$ cat src/rtl/fp16_pkg.sv
// Shared binary16 constants, operand classification and the unpacked-operand
// type used by the fp16 arithmetic blocks.
package fp16_pkg;

   localparam int EXP_W    = 5;
   localparam int MAN_W    = 10;
   localparam int EXP_BIAS = 15;

   localparam logic [15:0] QNAN    = 16'h7E00;
   localparam logic [15:0] POS_INF = 16'h7C00;

   typedef enum logic [1:0] {
      ZERO,
      NORM,
      INF,
      NAN
   } fp_class_e;

   typedef struct packed {
      logic             sign;
      logic [EXP_W-1:0] expo;
      logic [MAN_W-1:0] man;
      fp_class_e        cls;
   } fp16_unpacked_t;

   // Subnormal inputs are classified as ZERO, which flushes them on entry.
   function automatic fp16_unpacked_t fp16_unpack(input logic [15:0] x);
      fp16_unpacked_t u;
      u.sign = x[15];
      u.expo = x[14:10];
      u.man  = x[9:0];
      if (x[14:10] == 5'd0) begin
         u.cls = ZERO;
      end else if (x[14:10] == 5'h1F) begin
         u.cls = (x[9:0] != 10'd0) ? NAN : INF;
      end else begin
         u.cls = NORM;
      end
      return u;
   endfunction

endpackage

$ cat src/rtl/fp16_round_pack.sv
// Normalize, round-to-nearest-even and pack a raw 22-bit significand product
// into binary16, applying special-case and range overrides.
module fp16_round_pack
   import fp16_pkg::*;
(
   input  logic              sign,
   input  logic signed [6:0] exp_sum,
   input  logic [21:0]       prod,
   input  logic              is_nan,
   input  logic              is_inf,
   input  logic              is_zero,
   output logic [15:0]       result
);

   logic [10:0]       mant;
   logic              guard;
   logic              sticky;
   logic              round_up;
   logic [11:0]       mant_rnd;
   logic [9:0]        frac;
   logic signed [7:0] exp_n;
   logic signed [7:0] exp_adj;

   always_comb begin
      mant     = prod[20:10];
      guard    = prod[9];
      sticky   = |prod[8:0];
      exp_n    = {exp_sum[6], exp_sum};
      round_up = 1'b0;
      mant_rnd = 12'd0;
      frac     = 10'd0;
      exp_adj  = 8'sd0;
      result   = 16'h0000;

      // A product in [2,4) has its leading one at bit 21.
      if (prod[21]) begin
         mant   = prod[21:11];
         guard  = prod[10];
         sticky = |prod[9:0];
         exp_n  = {exp_sum[6], exp_sum} + 8'sd1;
      end

      round_up = guard & (sticky | mant[0]);
      mant_rnd = {1'b0, mant} + {11'd0, round_up};
      frac     = mant_rnd[11] ? mant_rnd[10:1] : mant_rnd[9:0];
      exp_adj  = exp_n + $signed({7'd0, mant_rnd[11]});

      if (is_nan) begin
         result = QNAN;
      end else if (is_inf) begin
         result = {sign, POS_INF[14:0]};
      end else if (is_zero) begin
         result = {sign, 15'd0};
      end else if (exp_adj >= 8'sd31) begin
         result = {sign, POS_INF[14:0]};
      end else if (exp_adj <= 8'sd0) begin
         result = {sign, 15'd0};
      end else begin
         result = {sign, exp_adj[4:0], frac};
      end
   end

endmodule

$ cat src/rtl/fp16_axis_mult.sv
// Three-stage pipelined binary16 multiplier with AXI-Stream style operand and
// result channels; the whole pipeline stalls together under backpressure.
module fp16_axis_mult #(
   parameter int DATA_WIDTH = 16,
   parameter int EXP_W      = 5,
   parameter int MAN_W      = 10,
   parameter int EXP_BIAS   = 15
) (
   input  logic                  clk,
   input  logic                  rst_n,
   input  logic                  s_axis_a_tvalid,
   output logic                  s_axis_a_tready,
   input  logic [DATA_WIDTH-1:0] s_axis_a_tdata,
   input  logic                  s_axis_b_tvalid,
   output logic                  s_axis_b_tready,
   input  logic [DATA_WIDTH-1:0] s_axis_b_tdata,
   output logic                  m_axis_result_tvalid,
   input  logic                  m_axis_result_tready,
   output logic [DATA_WIDTH-1:0] m_axis_result_tdata
);
   import fp16_pkg::*;

   if (DATA_WIDTH != 16 || EXP_W != 5 || MAN_W != 10 || EXP_BIAS != 15) begin : g_param_check
      $error("fp16_axis_mult only supports IEEE-754 binary16 (16/5/10/15)");
   end

   logic              en;
   logic              accept;
   logic              v1;
   logic              v2;
   logic              v3;
   fp16_unpacked_t    s1_a;
   fp16_unpacked_t    s1_b;
   logic [21:0]       prod_c;
   logic signed [6:0] exp_c;
   logic              nan_c;
   logic              inf_c;
   logic              zero_c;
   logic              s2_sign;
   logic signed [6:0] s2_exp;
   logic [21:0]       s2_prod;
   logic              s2_nan;
   logic              s2_inf;
   logic              s2_zero;
   logic [15:0]       rp_result;
   logic [15:0]       s3_data;

   assign en              = !v3 || m_axis_result_tready;
   assign accept          = en && s_axis_a_tvalid && s_axis_b_tvalid;
   assign s_axis_a_tready = en && rst_n;
   assign s_axis_b_tready = en && rst_n;

   always_ff @(posedge clk or negedge rst_n) begin
      if (!rst_n) begin
         v1   <= 1'b0;
         s1_a <= '0;
         s1_b <= '0;
      end else if (en) begin
         v1 <= accept;
         if (accept) begin
            s1_a <= fp16_unpack(s_axis_a_tdata);
            s1_b <= fp16_unpack(s_axis_b_tdata);
         end
      end
   end

   // inf x zero is invalid and must outrank the plain infinity case.
   always_comb begin
      prod_c = 22'({1'b1, s1_a.man}) * 22'({1'b1, s1_b.man});
      exp_c  = 7'(s1_a.expo) + 7'(s1_b.expo) - 7'(EXP_BIAS);
      nan_c  = (s1_a.cls == NAN) || (s1_b.cls == NAN) ||
               (s1_a.cls == INF && s1_b.cls == ZERO) ||
               (s1_b.cls == INF && s1_a.cls == ZERO);
      inf_c  = (s1_a.cls == INF) || (s1_b.cls == INF);
      zero_c = (s1_a.cls == ZERO) || (s1_b.cls == ZERO);
   end

   always_ff @(posedge clk or negedge rst_n) begin
      if (!rst_n) begin
         v2      <= 1'b0;
         s2_sign <= 1'b0;
         s2_exp  <= '0;
         s2_prod <= '0;
         s2_nan  <= 1'b0;
         s2_inf  <= 1'b0;
         s2_zero <= 1'b0;
      end else if (en) begin
         v2 <= v1;
         if (v1) begin
            s2_sign <= s1_a.sign ^ s1_b.sign;
            s2_exp  <= exp_c;
            s2_prod <= prod_c;
            s2_nan  <= nan_c;
            s2_inf  <= inf_c;
            s2_zero <= zero_c;
         end
      end
   end

   fp16_round_pack u_round_pack (
      .sign    (s2_sign),
      .exp_sum (s2_exp),
      .prod    (s2_prod),
      .is_nan  (s2_nan),
      .is_inf  (s2_inf),
      .is_zero (s2_zero),
      .result  (rp_result)
   );

   always_ff @(posedge clk or negedge rst_n) begin
      if (!rst_n) begin
         v3      <= 1'b0;
         s3_data <= 16'h0000;
      end else if (en) begin
         v3 <= v2;
         if (v2) begin
            s3_data <= rp_result;
         end
      end
   end

   assign m_axis_result_tvalid = v3;
   assign m_axis_result_tdata  = s3_data;

endmodule

$ cat config.mk
export PLATFORM = sky130hd
export DESIGN_NAME = fp16_axis_mult
export DESIGN_NICKNAME = d
export VERILOG_FILES = /design/src/rtl/fp16_pkg.sv /design/src/rtl/fp16_round_pack.sv /design/src/rtl/fp16_axis_mult.sv
export SDC_FILE = /design/constraint.sdc
export NUM_CORES = 1
export LEC_CHECK = 0
export BUFFER_PORTS_ARGS = -buffer_cell sky130_fd_sc_hd__buf_2
export CAP_MARGIN = 20
export CORE_ASPECT_RATIO = 0.75
export CORE_UTILIZATION = 25
export DETAILED_ROUTE_END_ITERATION = 10
export PLACE_DENSITY = 0.4
export SYNTH_ARGS = -nofsm -noshare
export SYNTH_HDL_FRONTEND = slang
export SYNTH_SLANG_ARGS = --single-unit
$ cat constraint.sdc
create_clock -name clk -period 5.5 [get_ports clk]
set_clock_uncertainty 0.05 [all_clocks]
set_input_delay 1.375 -clock clk [delete_from_list [all_inputs] [get_ports clk]]
set_output_delay 1.375 -clock clk [all_outputs]
set_load 0.05 [all_outputs]
Yosys cells after proc, flatten, opt, wreduce, memory -nomap -nowiden. Cells that the tools add are included.

Add/subtract/negate cells: 5. Order comparisons: 2. Muxes and demuxes: 16. Equal/unequal tests: 6. Bitwise operators: 3. Multipliers: 1. Reductions and logical operators: 23.

Operators with widths (number): two-way mux 15 bit (4); multiplier 11 x 11 -> 22 bit (1); nonzero test 10 bit (2); two-way mux 16 bit (1); adder 11 x 1 -> 12 bit (1); two-way mux 11 bit (1); equality test 5 bit, second input constant (2); zero test 5 bit (2); two-way mux 10 bit (1); OR reduction 10 bit (1); OR reduction 9 bit (1); adder 7 x 2 -> 8 bit, second input constant (1); adder 8 x 2 -> 8 bit (1); equality test 2 bit, second input constant (4); >= comparator 8 x 6 -> 1 bit, second input constant (1); less-or-equal comparator 8 x 1 -> 1 bit, second input constant (1); two-way mux 2 bit (4); two-way mux 8 bit (1); subtractor 6 x 4 -> 7 bit, second input constant (1); adder 5 x 5 -> 6 bit (1); logical OR 1 bit (6); AND reduction 2 bit (3); logical AND 1 bit (5); zero test 2 bit (2); other kinds (5) (8).

Register bits: 88. Output and inout port bits: 19. Logic and storage cells: 74.

Logic depth before layout (Yosys ltp). Gate-level depths: netlist (run 1).

Depth in word-level cells: 12. Gate-level depth with buffers: 20. Mapped depth without buffers: 19.

By module. From an unflattened synthesis (run 1), not the netlist that was laid out.

Cell total of the unflattened synthesis: 967. Area total of the unflattened synthesis: 8635.8 um^2.

Modules (own cells, without submodules): fp16_axis_mult (area each 7604.8 um^2, cells an instance 820, seq. area each 2202.1 um^2, times used 1); fp16_round_pack (area each 1031.0 um^2, cells an instance 147, seq. area each 0.0 um^2, times used 1).

Least setup slack after synthesis (run 1). No wires, ideal clock.

Kind: reg-to-reg. Start: register s1_b[10] in the netlist's numbering. End: register s2_prod[21]. Arrival time: 5.111 ns. Slack: 0.257 ns. Path buffers: 1. Required time: 5.368 ns. Cell stages (with the launch flop): 20. Cell sequence: dfrtp_1 -> clkbuf_1 -> and2_1 -> fa_1 -> inv_1 -> fa_1 -> inv_1 -> fa_1 -> fa_1 -> inv_1 -> fa_1 -> inv_1 -> ha_1 -> a21o_1 -> a21o_1 -> a21oi_1 -> nor2_1 -> o311a_1 -> or3_1 -> a31oi_1.

Cells in the longest elaborated chain, start to end: 1.

Ends and longest elaborated chain: from (decl) (line fp16_axis_mult.sv:33) `fp16_unpacked_t s1_b;`; from (signal assigned) (line fp16_axis_mult.sv:62) `s1_b <= fp16_unpack(s_axis_b_tdata);`; multiplier 11 x 11 -> 22 bit (line fp16_axis_mult.sv:69) `prod_c = 22'({1'b1, s1_a.man}) * 22'({1'b1, s1_b.man});`; to (signal assigned) (line fp16_axis_mult.sv:92) `s2_prod <= prod_c;`; to (decl) (line fp16_axis_mult.sv:41) `logic [21:0] s2_prod;`.

Every way passes these cells. A chain may end at the register's enable or synchronous reset.

Final worst setup path (run 1).
Start: register s1_b[8] in the netlist's numbering. End: register s2_prod[21].

The elaborated chain is that of the path after synthesis.

==> flow_summary.yaml, run 1 <==
clock_network:
  cts_buffers: 9
  postCtsHoldBufs: 0
  postCtsSetupBuffers: 0
  cts_root_buffer: "clkbuf_16"
  h-tree-depth: 3
  insertion_delay_ns: 0.37
  cts_tree: "yes"
  clock_path_buffers: 2
  cts-resized-gates: 0
  clkSinkCount: 88
  clkTransAtPathRegs_ns: 0.08
yosys:
  synth_fp_nets: 1161
  synth-edff-count: 0
  synthAdderAreaFrac: 0.2961
  synth_seq_cells: 88
  yosys.area.top_type: "dfrtp_1"
  yosysSeqAreaShare: 0.2585
  synthFlopType: "dfrtp_1"
  synth_xor_area_frac: 0.02834
  muxShareOfSynthArea: 0.01718
  synthSimpleGateAreaFrac: 0.1980
  yosysUniqueCellTypes: 63
  avgSynthCellArea_um2: 8.774
  synth_most_common_cell: "nand2_1"
  synthTopCellsByArea: "dfrtp_1 26%, fa_1 19%, ha_1 11%"
  ys_warn_count: 0
  ys_top_cells_by_count: "183 x nand2_1, 136 x inv_1, 88 x dfrtp_1, 81 x fa_1, 72 x ha_1"
  syn_inst: 971
  syn_area_um2: 8519
  netlist.area_leader.share: 0.2585
  async_flop_share: 1.000
  synth_compound_area_frac: 0.1190
  synth_top_family_by_area: "adder cells"
cells_and_area:
  drive_gt1_frac: 0.1208
  syn2layout_area_growth_pct: 15.04
  num_antenna_cells: 0
  nNetsFinal: 1220
  fin_util: 0.2923
  postLayoutCellArea_um2: 9801
timing:
  fmax_mhz: 189.6
  slew_headroom: 0.2866
  maxSlewViolCount: 0
  setup_viol: 0
  rsz0062_at_grt: "true"
  finalHoldViolations: 0
  fin_hold_ws_ns: 0.4282
  tightest_slew_ns: 1.060
  min_period_ns: 5.275
  fin_crit_sh: 0.9592
worst_setup_path:
  crit_type: "register to register"
  path_delay_family: "adder cells"
  cpMaxStageDelayCell: "fa_1"
  crit_buf_inv: 4
  arrival_ns: 5.52
  cp_common_cell: "fa_1"
  worstReg2RegEnd: "s2_prod[21]$_DFFE_PN0P_"
  crit_path_max_incr_delay_ns: 0.54
  r2r_start: "s1_b[8]$_DFFE_PN0P_"
  endpoint_kind: "register"
  r2r_slack_ns: 0.22
  required_ns: 5.74
  crit_chain: "and2_1 -> fa_1 -> inv_1 -> fa_1 -> inv_1 -> fa_1 -> fa_1 -> inv_1 -> fa_1 -> inv_1 -> ha_1 -> a21o_1 -> a21o_1 -> a21oi_2 -> nor2_1 -> o311a_1 -> or3_1 -> a31oi_1"
  startpoint_type: "register"
  r2r_cells: 18
  path_max_fanout: 6
global_route:
  grt_max_degree: 51
  first_global_vias: 6745
  grt_first_pass_wirelength_um: 37580
  antenna_found_initial: 0
  gr-usage-all-layers: 0.1385
  overflow: 0
power_and_ir_drop:
  p_sw_frac: 0.5137
  fin_total_pwr_uw: 6488
  p_int_uw: 3155
  seq_power_share: 0.169
  ir_drop_uv: 419.2
  clockPowerShare: 0.099
  p_leak_uw: 0.004802
  power_density_nw_per_um2: 661.9
  comb_power_share: 0.732
  p_switching_uw: 3333
placed_design:
  place.port_buffers: 55
  place_area_um2: 9462
  hpwl_um: 18890
  gp_congestion: 0.8461
detailed_routing:
  wire_per_inst_um: 15.46
  vias: 6680
  drt_iter0_markers: 287
  finalWirelength_um: 22960
  route.detailed.drc: 0
  post_drt_via_cell_ratio: 4.498
  drt-pass1-iter-count: 5
  ant_nets: 0
floorplanning:
  rows: 58
  die_area_um2: 34830
  start_util: 0.2541
  dieHeight_um: 161.9
  coreArea_um2: 33530
  ios: 56
  die_w_um: 215.2
run_status:
  outcome: "finished, final reports clean"
hold_path:
  worstHoldEndpoint: "m_axis_result_tdata[15]$_DFFE_PN0P_"
  hold_class: "register to register"
  hp-start: "m_axis_result_tdata[15]$_DFFE_PN0P_"
  hold_depth: 2
flow_run:
  cap_violations: 0
[cell usage in the layout (no fill, tap or decap), types with 5 or more instances in the layout]
master     instances
nor2_1            40
o21a_1             9
nor2b_1            6
dfrtp_1           87
fa_1              81
o21ai_0           59
xnor2_1           16
xor2_1             9
buf_2             54
ha_1              72
and2_1            45
mux2_2             5
nand3b_1           5
and3_1             6
nand2_1          183
buf_4             38
a22o_1             5
a21o_1             9
clkbuf_16          9
o211ai_1           6
nand2b_1           9
mux2i_1            9
nor4_1             7
a21oi_1           24
nand4_1            5
nand3_1           13
inv_1            136
nor3_1            13
[per-layer routing]
metal	GRT usage	vias up	part of all wire
met2	0.2026	74	0.42
met5	0	-	0
met4	0.02547	0	0.0077
li1	-	3292	-
met3	0.02360	14	0.032
met1	0.2121	3300	0.54
[sequential cells by signal (all words and copies together) (netlist names)]
signal / count
s2_prod: 22
s1_a: 18
s1_b: 18
m_axis_result_tdata: 16
s2_exp: 7
m_axis_result_tvalid: 1
s2_inf: 1
s2_nan: 1
s2_sign: 1
s2_zero: 1
v1: 1
v2: 1
[worst max-delay path by stage]
stage	end	from	cells after the start	slack, ns
2_1_floorplan	s2_prod[21]$_DFFE_PN0P_	s1_b[10]$_DFFE_PN0P_	19	0.26
3_3_place_gp	s2_prod[21]$_DFFE_PN0P_	s1_b[8]$_DFFE_PN0P_	18	0.18
3_5_place_dp	s2_prod[20]$_DFFE_PN0P_	s1_b[8]$_DFFE_PN0P_	18	0.13
4_1_cts	s2_prod[20]$_DFFE_PN0P_	s1_b[5]$_DFFE_PN0P_	19	0.12
5_1_grt	s2_prod[18]$_DFFE_PN0P_	s1_a[8]$_DFFE_PN0P_	15	-0.009
6_report	s2_prod[21]$_DFFE_PN0P_	s1_b[8]$_DFFE_PN0P_	18	0.22
[worst reg2reg max path, stage by stage (launching register included)]
cell and delay [ns]:
dfrtp_1 0.45, and2_1 0.20, fa_1 0.50, inv_1 0.05, fa_1 0.49, inv_1 0.07, fa_1 0.51, fa_1 0.54
inv_1 0.05, fa_1 0.52, inv_1 0.04, ha_1 0.29, a21o_1 0.16, a21o_1 0.21, a21oi_2 0.17, nor2_1 0.09
o311a_1 0.34, or3_1 0.30, a31oi_1 0.16
[kinds of logic (layout without fill, tap and decap cells)]
kind of cell / after synthesis / after routing
buf+inv: 182 / 246
xor+xnor: 26 / 26
fa+ha+maj: 153 / 153
compound gates: 154 / 154
mux: 14 / 14
flops: 88 / 88
simple gates: 354 / 354
[through the flow]
step | setup WS (ns) | std cells | TNS (ns)
2_1_floorplan | 0.2569 | 971 | 0
6_report | 0.2246 | 1485 | 0
5_1_grt | -0.008769 | 1485 | -0.008769
3_5_place_dp | 0.1288 | 1468 | 0
4_1_cts | 0.1211 | 1484 | 0
3_3_place_gp | 0.1778 | 1468 | 0
[layout make-up]
| type | count | area (µm²) |
|---|---|---|
| Timing Repair Buffer | 94 | 603.1 |
| Sequential cell | 88 | 2203 |
| Multi-Input combinational cell | 701 | 5622 |
| Clock inverter | 7 | 73.82 |
| Inverter | 136 | 510.5 |
| Fill cell | 3634 | 23730 |
| Tap cell | 450 | 563.0 |
| Clock buffer | 9 | 225.2 |
[power groups by stage]
| stage | sequential (µW) | clock [µW] | combinational [µW] |
|---|---|---|---|
| after global placement | 1110 | 0 | 4810 |
| after CTS | 1100 | 672 | 4810 |
| final | 1100 | 639 | 4750 |
| after detailed placement | 1120 | 0 | 4750 |
| after global routing | 1140 | 691 | 5510 |
| after floorplan | 1110 | 0 | 3490 |
Power figures use the tool's default switching activity.
==> run 2: changes to the inputs <==
--- a/config.mk
+++ b/config.mk
@@ -7,7 +7,7 @@
 export LEC_CHECK = 0
 export BUFFER_PORTS_ARGS = -buffer_cell sky130_fd_sc_hd__buf_2
 export CAP_MARGIN = 20
-export CORE_ASPECT_RATIO = 0.75
+export CORE_ASPECT_RATIO = 0.8
 export CORE_UTILIZATION = 25
 export DETAILED_ROUTE_END_ITERATION = 10
 export PLACE_DENSITY = 0.4
==> flow_summary.yaml, run 2 (synthesized netlist as in run 1, its figures left out) <==
run_status:
  outcome: "finished, final reports clean"
timing:
  finalHoldViolations: 0
  tns_ns: 0
  rsz0062_at_grt: "false"
  setup_viol: 0
  layout_setup_ws_ns: 0.1959
  slew_headroom: 0.2510
  tightest_slew_ns: 1.113
  maxSlewViolCount: 0
  fmax_mhz: 188.5
  fin_crit_sh: 0.9644
  min_period_ns: 5.304
clock_network:
  insertion_delay_ns: 0.37
  cts_buffers: 9
  cts_tree: "yes"
  h-tree-depth: 3
  cts_root_buffer: "clkbuf_16"
  clkSinkCount: 88
  postCtsHoldBufs: 0
  clkTransAtPathRegs_ns: 0.08
  clock_path_buffers: 2
placed_design:
  hpwl_um: 18300
  dp_slack_ns: 0.1456
  placedCellCount: 1448
  place.port_buffers: 55
  gp_congestion: 0.8070
cells_and_area:
  top_regs: "s2_prod x22, s1_a x18, s1_b x18"
  nNetsFinal: 1223
  top_register: "s2_prod"
  final_cell_mix: "183 x nand2_1, 135 x inv_1, 81 x fa_1, 81 x dfrtp_1, 71 x ha_1"
  syn2layout_area_growth_pct: 15.49
  layout_commonest_cell: "nand2_1"
  fin_cells: 1472
  largest_reg_flops: 22
  drive_gt1_frac: 0.1310
  num_antenna_cells: 0
worst_setup_path:
  arrival_ns: 5.55
  path_max_fanout: 3
  endpoint_kind: "register"
  required_ns: 5.75
  startpoint_type: "register"
  crit_type: "register to register"
detailed_routing:
  drt_iter0_markers: 308
  ant_nets: 0
  finalWirelength_um: 22790
  vias: 6690
  wire_per_inst_um: 15.48
  route.detailed.drc: 0
  drt-pass1-iter-count: 5
  post_drt_via_cell_ratio: 4.545
floorplanning:
  die_w_um: 208.4
  ios: 56
  dieHeight_um: 167.1
  coreArea_um2: 33560
  die_area_um2: 34820
  start_util: 0.2539
  rows: 60
hold_path:
  hold_class: "register to register"
power_and_ir_drop:
  p_leak_uw: 0.004822
  ir_drop_uv: 489.2
  power_density_nw_per_um2: 671.4
flow_run:
  cap_violations: 0
global_route:
  gr-usage-all-layers: 0.1360
  grt_first_pass_wirelength_um: 37040
  grt_max_degree: 54
  first_global_vias: 6721
  antenna_found_initial: 0
  overflow: 0
run 2: changes by cell type in the layout (fill, tap and decap cells not counted), sizes merged:
cell | previous run | this run
buf | 94 | 97
bufinv | 0 | 1
clkbuf | 9 | 10
inv | 139 | 137
run 2: final timing paths:
check,startpoint,end,slack [ns],cells after the start
setup / recovery,s1_b[10]$_DFFE_PN0P_,s2_prod[21]$_DFFE_PN0P_,0.20,18
max in group asynchronous,rst_n,s1_a[7]$_DFFE_PN0P_,3.29,2
hold / removal,s2_prod[2]$_DFFE_PN0P_,s2_prod[2]$_DFFE_PN0P_,0.43,2
min in group asynchronous,rst_n,m_axis_result_tdata[0]$_DFFE_PN0P_,0.93,1
setup reg to reg,s1_b[10]$_DFFE_PN0P_,s2_prod[21]$_DFFE_PN0P_,0.20,18
hold reg to reg,s2_prod[2]$_DFFE_PN0P_,s2_prod[2]$_DFFE_PN0P_,0.43,2
run 2: final cells by class:
| class | instances | area (µm²) |
|---|---|---|
| Multi-Input combinational cell | 701 | 5633 |
| Tap cell | 434 | 543.0 |
| Inverter | 136 | 510.5 |
| Sequential cell | 88 | 2211 |
| Fill cell | 3593 | 23720 |
| Timing Repair Buffer | 97 | 625.6 |
| Clock buffer | 10 | 239.0 |
| Clock inverter | 6 | 77.57 |
run 2: stage by stage:
stage	cell area (µm²)	utilization	hold slack (ns)	total power, µW
4_1_cts	9728	0.2899	0.4299	6627
3_5_place_dp	9412	0.2805	0.4145	5877
6_report	9839	0.2932	0.4255	6606
2_1_floorplan	8519	-	0.3902	4597
5_1_grt	9839	0.2932	0.4467	7412
3_3_place_gp	9412	0.2805	0.4113	5917
run 2: routing by layer:
metal	vias up	part of all wire	GRT usage
li1	3289	-	-
met1	3312	0.51	0.2008
met2	78	0.45	0.2097
met3	11	0.032	0.02082
met4	0	0.0072	0.02609
met5	-	0	0
run 2: repair_timing:
| action | 4_1_cts | 5_1_grt |
|---|---|---|
| setup buffers | 0 | 7 |
| setup endpoints to repair | 0 | 6 |
| gates resized for setup | 0 | 12 |
run 2: power breakdown:
part	switching (µW)	internal [µW]	total (µW)
sequential	253	853	1110
combinational	2780	2040	4820
clock	308	372	680
run 2: critical path, stage by stage (launching register included):
cell     delay (ns)
dfrtp_1        0.43
and2_1         0.17
fa_1           0.48
inv_1          0.06
fa_1           0.55
inv_1          0.06
fa_1           0.50
fa_1           0.56
inv_1          0.06
fa_1           0.53
inv_1          0.04
ha_1           0.31
a21o_1         0.17
a21o_1         0.20
a21oi_1        0.18
nor2_1         0.10
o311a_1        0.34
or3_1          0.30
a31oi_1        0.16
==> run 3: changes to the inputs <==
--- a/config.mk
+++ b/config.mk
@@ -5,6 +5,7 @@
 export SDC_FILE = /design/constraint.sdc
 export NUM_CORES = 1
 export LEC_CHECK = 0
+export ABC_AREA = 1
 export BUFFER_PORTS_ARGS = -buffer_cell sky130_fd_sc_hd__buf_2
 export CAP_MARGIN = 20
 export CORE_ASPECT_RATIO = 0.8
==> flow_summary.yaml, run 3 <==
timing:
  rsz0062_at_grt: "false"
  fmax_mhz: 193.5
  slew_headroom: 0.3661
  setup_viol: 0
  finalHoldViolations: 0
  maxSlewViolCount: 0
  fin_crit_sh: 0.9397
  tightest_slew_ns: 0.9422
  min_period_ns: 5.168
  tns_ns: 0
yosys:
  yosysSeqAreaShare: 0.2553
  yosys.area.top_type: "dfrtp_1"
  syn_inst: 1119
  syn_area_um2: 8627
  synth_fp_nets: 1309
  ys_top_cells_by_count: "317 x nand2_1, 224 x inv_1, 88 x dfrtp_1, 81 x fa_1, 72 x ha_1"
  yosysUniqueCellTypes: 39
  synthTopCellsByArea: "dfrtp_1 26%, fa_1 19%, nand2_1 14%"
  synth_seq_cells: 88
  synthFlopType: "dfrtp_1"
  ys_warn_count: 0
  netlist.area_leader.share: 0.2553
  synth-edff-count: 0
  synth_most_common_cell: "nand2_1"
  async_flop_share: 1.000
  avgSynthCellArea_um2: 7.710
cells_and_area:
  nNetsFinal: 1349
  layout_commonest_cell: "nand2_1"
  fillerInstances: 3741
  drive_gt1_frac: 0.1066
  top_register: "s2_prod"
  num_antenna_cells: 0
  syn2layout_area_growth_pct: 12.55
  top_regs: "s2_prod x22, s1_a x18, s1_b x18"
  largest_reg_flops: 22
  final_cell_mix: "317 x nand2_1, 224 x inv_1, 88 x dfrtp_1, 81 x fa_1, 72 x ha_1"
global_route:
  grt_first_pass_wirelength_um: 38580
  overflow: 0
  antenna_found_initial: 0
  first_global_vias: 7400
  grt_max_degree: 52
  gr-usage-all-layers: 0.1389
worst_setup_path:
  path_max_fanout: 12
  endpoint_kind: "register"
  arrival_ns: 5.36
  crit_chain: "nand2_1 -> fa_1 -> inv_1 -> fa_1 -> inv_1 -> fa_1 -> fa_1 -> fa_1 -> inv_1 -> ha_1 -> a21oi_1 -> o21ai_0 -> inv_1 -> nand2_1 -> nand3_1 -> nand2_1 -> or2_2 -> nand3_1 -> nand2_1"
  startpoint_type: "register"
  crit_buf_inv: 4
  cp_common_cell: "fa_1"
  cpMaxStageDelayCell: "dfrtp_1"
  crit_path_max_incr_delay_ns: 0.68
  path_delay_family: "adder cells"
  crit_type: "register to register"
  required_ns: 5.69
clock_network:
  cts_tree: "yes"
  postCtsSetupBuffers: 0
  insertion_delay_ns: 0.35
  cts_buffers: 9
  h-tree-depth: 3
  clock_path_buffers: 2
  cts_root_buffer: "clkbuf_16"
  clkSinkCount: 88
  clkTransAtPathRegs_ns: 0.07
  cts-resized-gates: 0
  postCtsHoldBufs: 0
floorplanning:
  coreArea_um2: 33780
  die_w_um: 209.7
  die_area_um2: 35260
  ios: 56
  rows: 60
  start_util: 0.2554
  dieHeight_um: 168.2
flow_run:
  cap_violations: 0
detailed_routing:
  ant_nets: 0
  finalWirelength_um: 22320
  drt-pass1-iter-count: 6
  route.detailed.drc: 0
  wire_per_inst_um: 13.98
  drt_iter0_markers: 327
  vias: 6906
  post_drt_via_cell_ratio: 4.324
run_status:
  outcome: "finished, final reports clean"
placed_design:
  place.port_buffers: 55
  gp_congestion: 0.7846
  hpwl_um: 18360
hold_path:
  hold_class: "register to register"
-- run 3: cell count changes in the layout (fill, tap and decap cells not counted), sizes merged, moves of 7 or more --
cell,before,now
nand2b,9,0
nor2,40,48
a21o,9,1
mux2i,9,0
nand2,183,326
a21oi,25,32
buf,97,68
o21ai,59,83
nand3,13,48
and2,45,3
o21a,9,0
inv,137,232
-- run 3: worst paths after layout --
check                                          from                                to  slack, ns  cells after the start
min in group asynchronous                     rst_n               s2_sign$_DFFE_PN0P_       1.14                      2
worst min-delay path                 v2$_DFFE_PN0N_  m_axis_result_tvalid$_DFFE_PN0N_       0.42                      2
worst max-delay path            s1_a[9]$_DFFE_PN0P_           s2_prod[14]$_DFFE_PN0P_       0.33                     19
worst min register to register       v2$_DFFE_PN0N_  m_axis_result_tvalid$_DFFE_PN0N_       0.42                      2
worst max register to register  s1_a[9]$_DFFE_PN0P_           s2_prod[14]$_DFFE_PN0P_       0.33                     19
max in group asynchronous                     rst_n            s2_prod[0]$_DFFE_PN0P_       3.12                      3
-- run 3: cell type report --
class	instances	area, µm²	share of cell area
clock buffer	9	225.2	0.02320
clock inverter	6	92.59	0.009536
tap	434	543.0	0.05593
inverter	231	869.6	0.08956
multi-input combinational	761	5381	0.5543
sequential	88	2202	0.2268
timing repair buffer	68	395.4	0.04072
-- run 3: worst register-to-register path, cell delays in order (launching register included) --
cell and delay (ns):
dfrtp_1 0.68, nand2_1 0.17, fa_1 0.55, inv_1 0.05
fa_1 0.50, inv_1 0.05, fa_1 0.46, fa_1 0.52
fa_1 0.54, inv_1 0.04, ha_1 0.35, a21oi_1 0.23
o21ai_0 0.12, inv_1 0.08, nand2_1 0.12, nand3_1 0.09
nand2_1 0.07, or2_2 0.28, nand3_1 0.07, nand2_1 0.05
-- run 3: metal layers --
layer | track usage | up-vias | share of wire
met5 | 0 | - | 0
met4 | 0.02793 | 0 | 0.0099
met3 | 0.02201 | 12 | 0.028
met2 | 0.2261 | 80 | 0.45
met1 | 0.1946 | 3318 | 0.52
li1 | - | 3496 | -
-- run 3: stage by stage --
stage          hold slack [ns]  worst slack [ns]  instance area (µm²)  instances    util
6_report                0.4239            0.3319                 9709       1597  0.2874
5_1_grt                 0.4513           0.01973                 9709       1597  0.2874
4_1_cts                 0.4288            0.3264                 9682       1596  0.2866
3_5_place_dp            0.4092            0.3495                 9364       1581  0.2772
3_3_place_gp            0.4080            0.3453                 9364       1581  0.2772
2_1_floorplan           0.3814            0.6388                 8627       1119       -
-- run 3: kinds of logic after synthesis --
| kind of cell | after synthesis | synth area share |
|---|---|---|
| xor gates and xnor gates | 25 | 0.02538 |
| adders and majority gates | 153 | 0.2924 |
| AOI/OAI and AO/OA | 126 | 0.07861 |
| buffers and inverters | 270 | 0.1212 |
| and+or+nand+nor | 457 | 0.2271 |
| DFF | 88 | 0.2553 |
Power of run 3 is left out: the tool's default activity adds up to more than one toggle a clock period on the data nets, which glitch-free logic cannot reach.
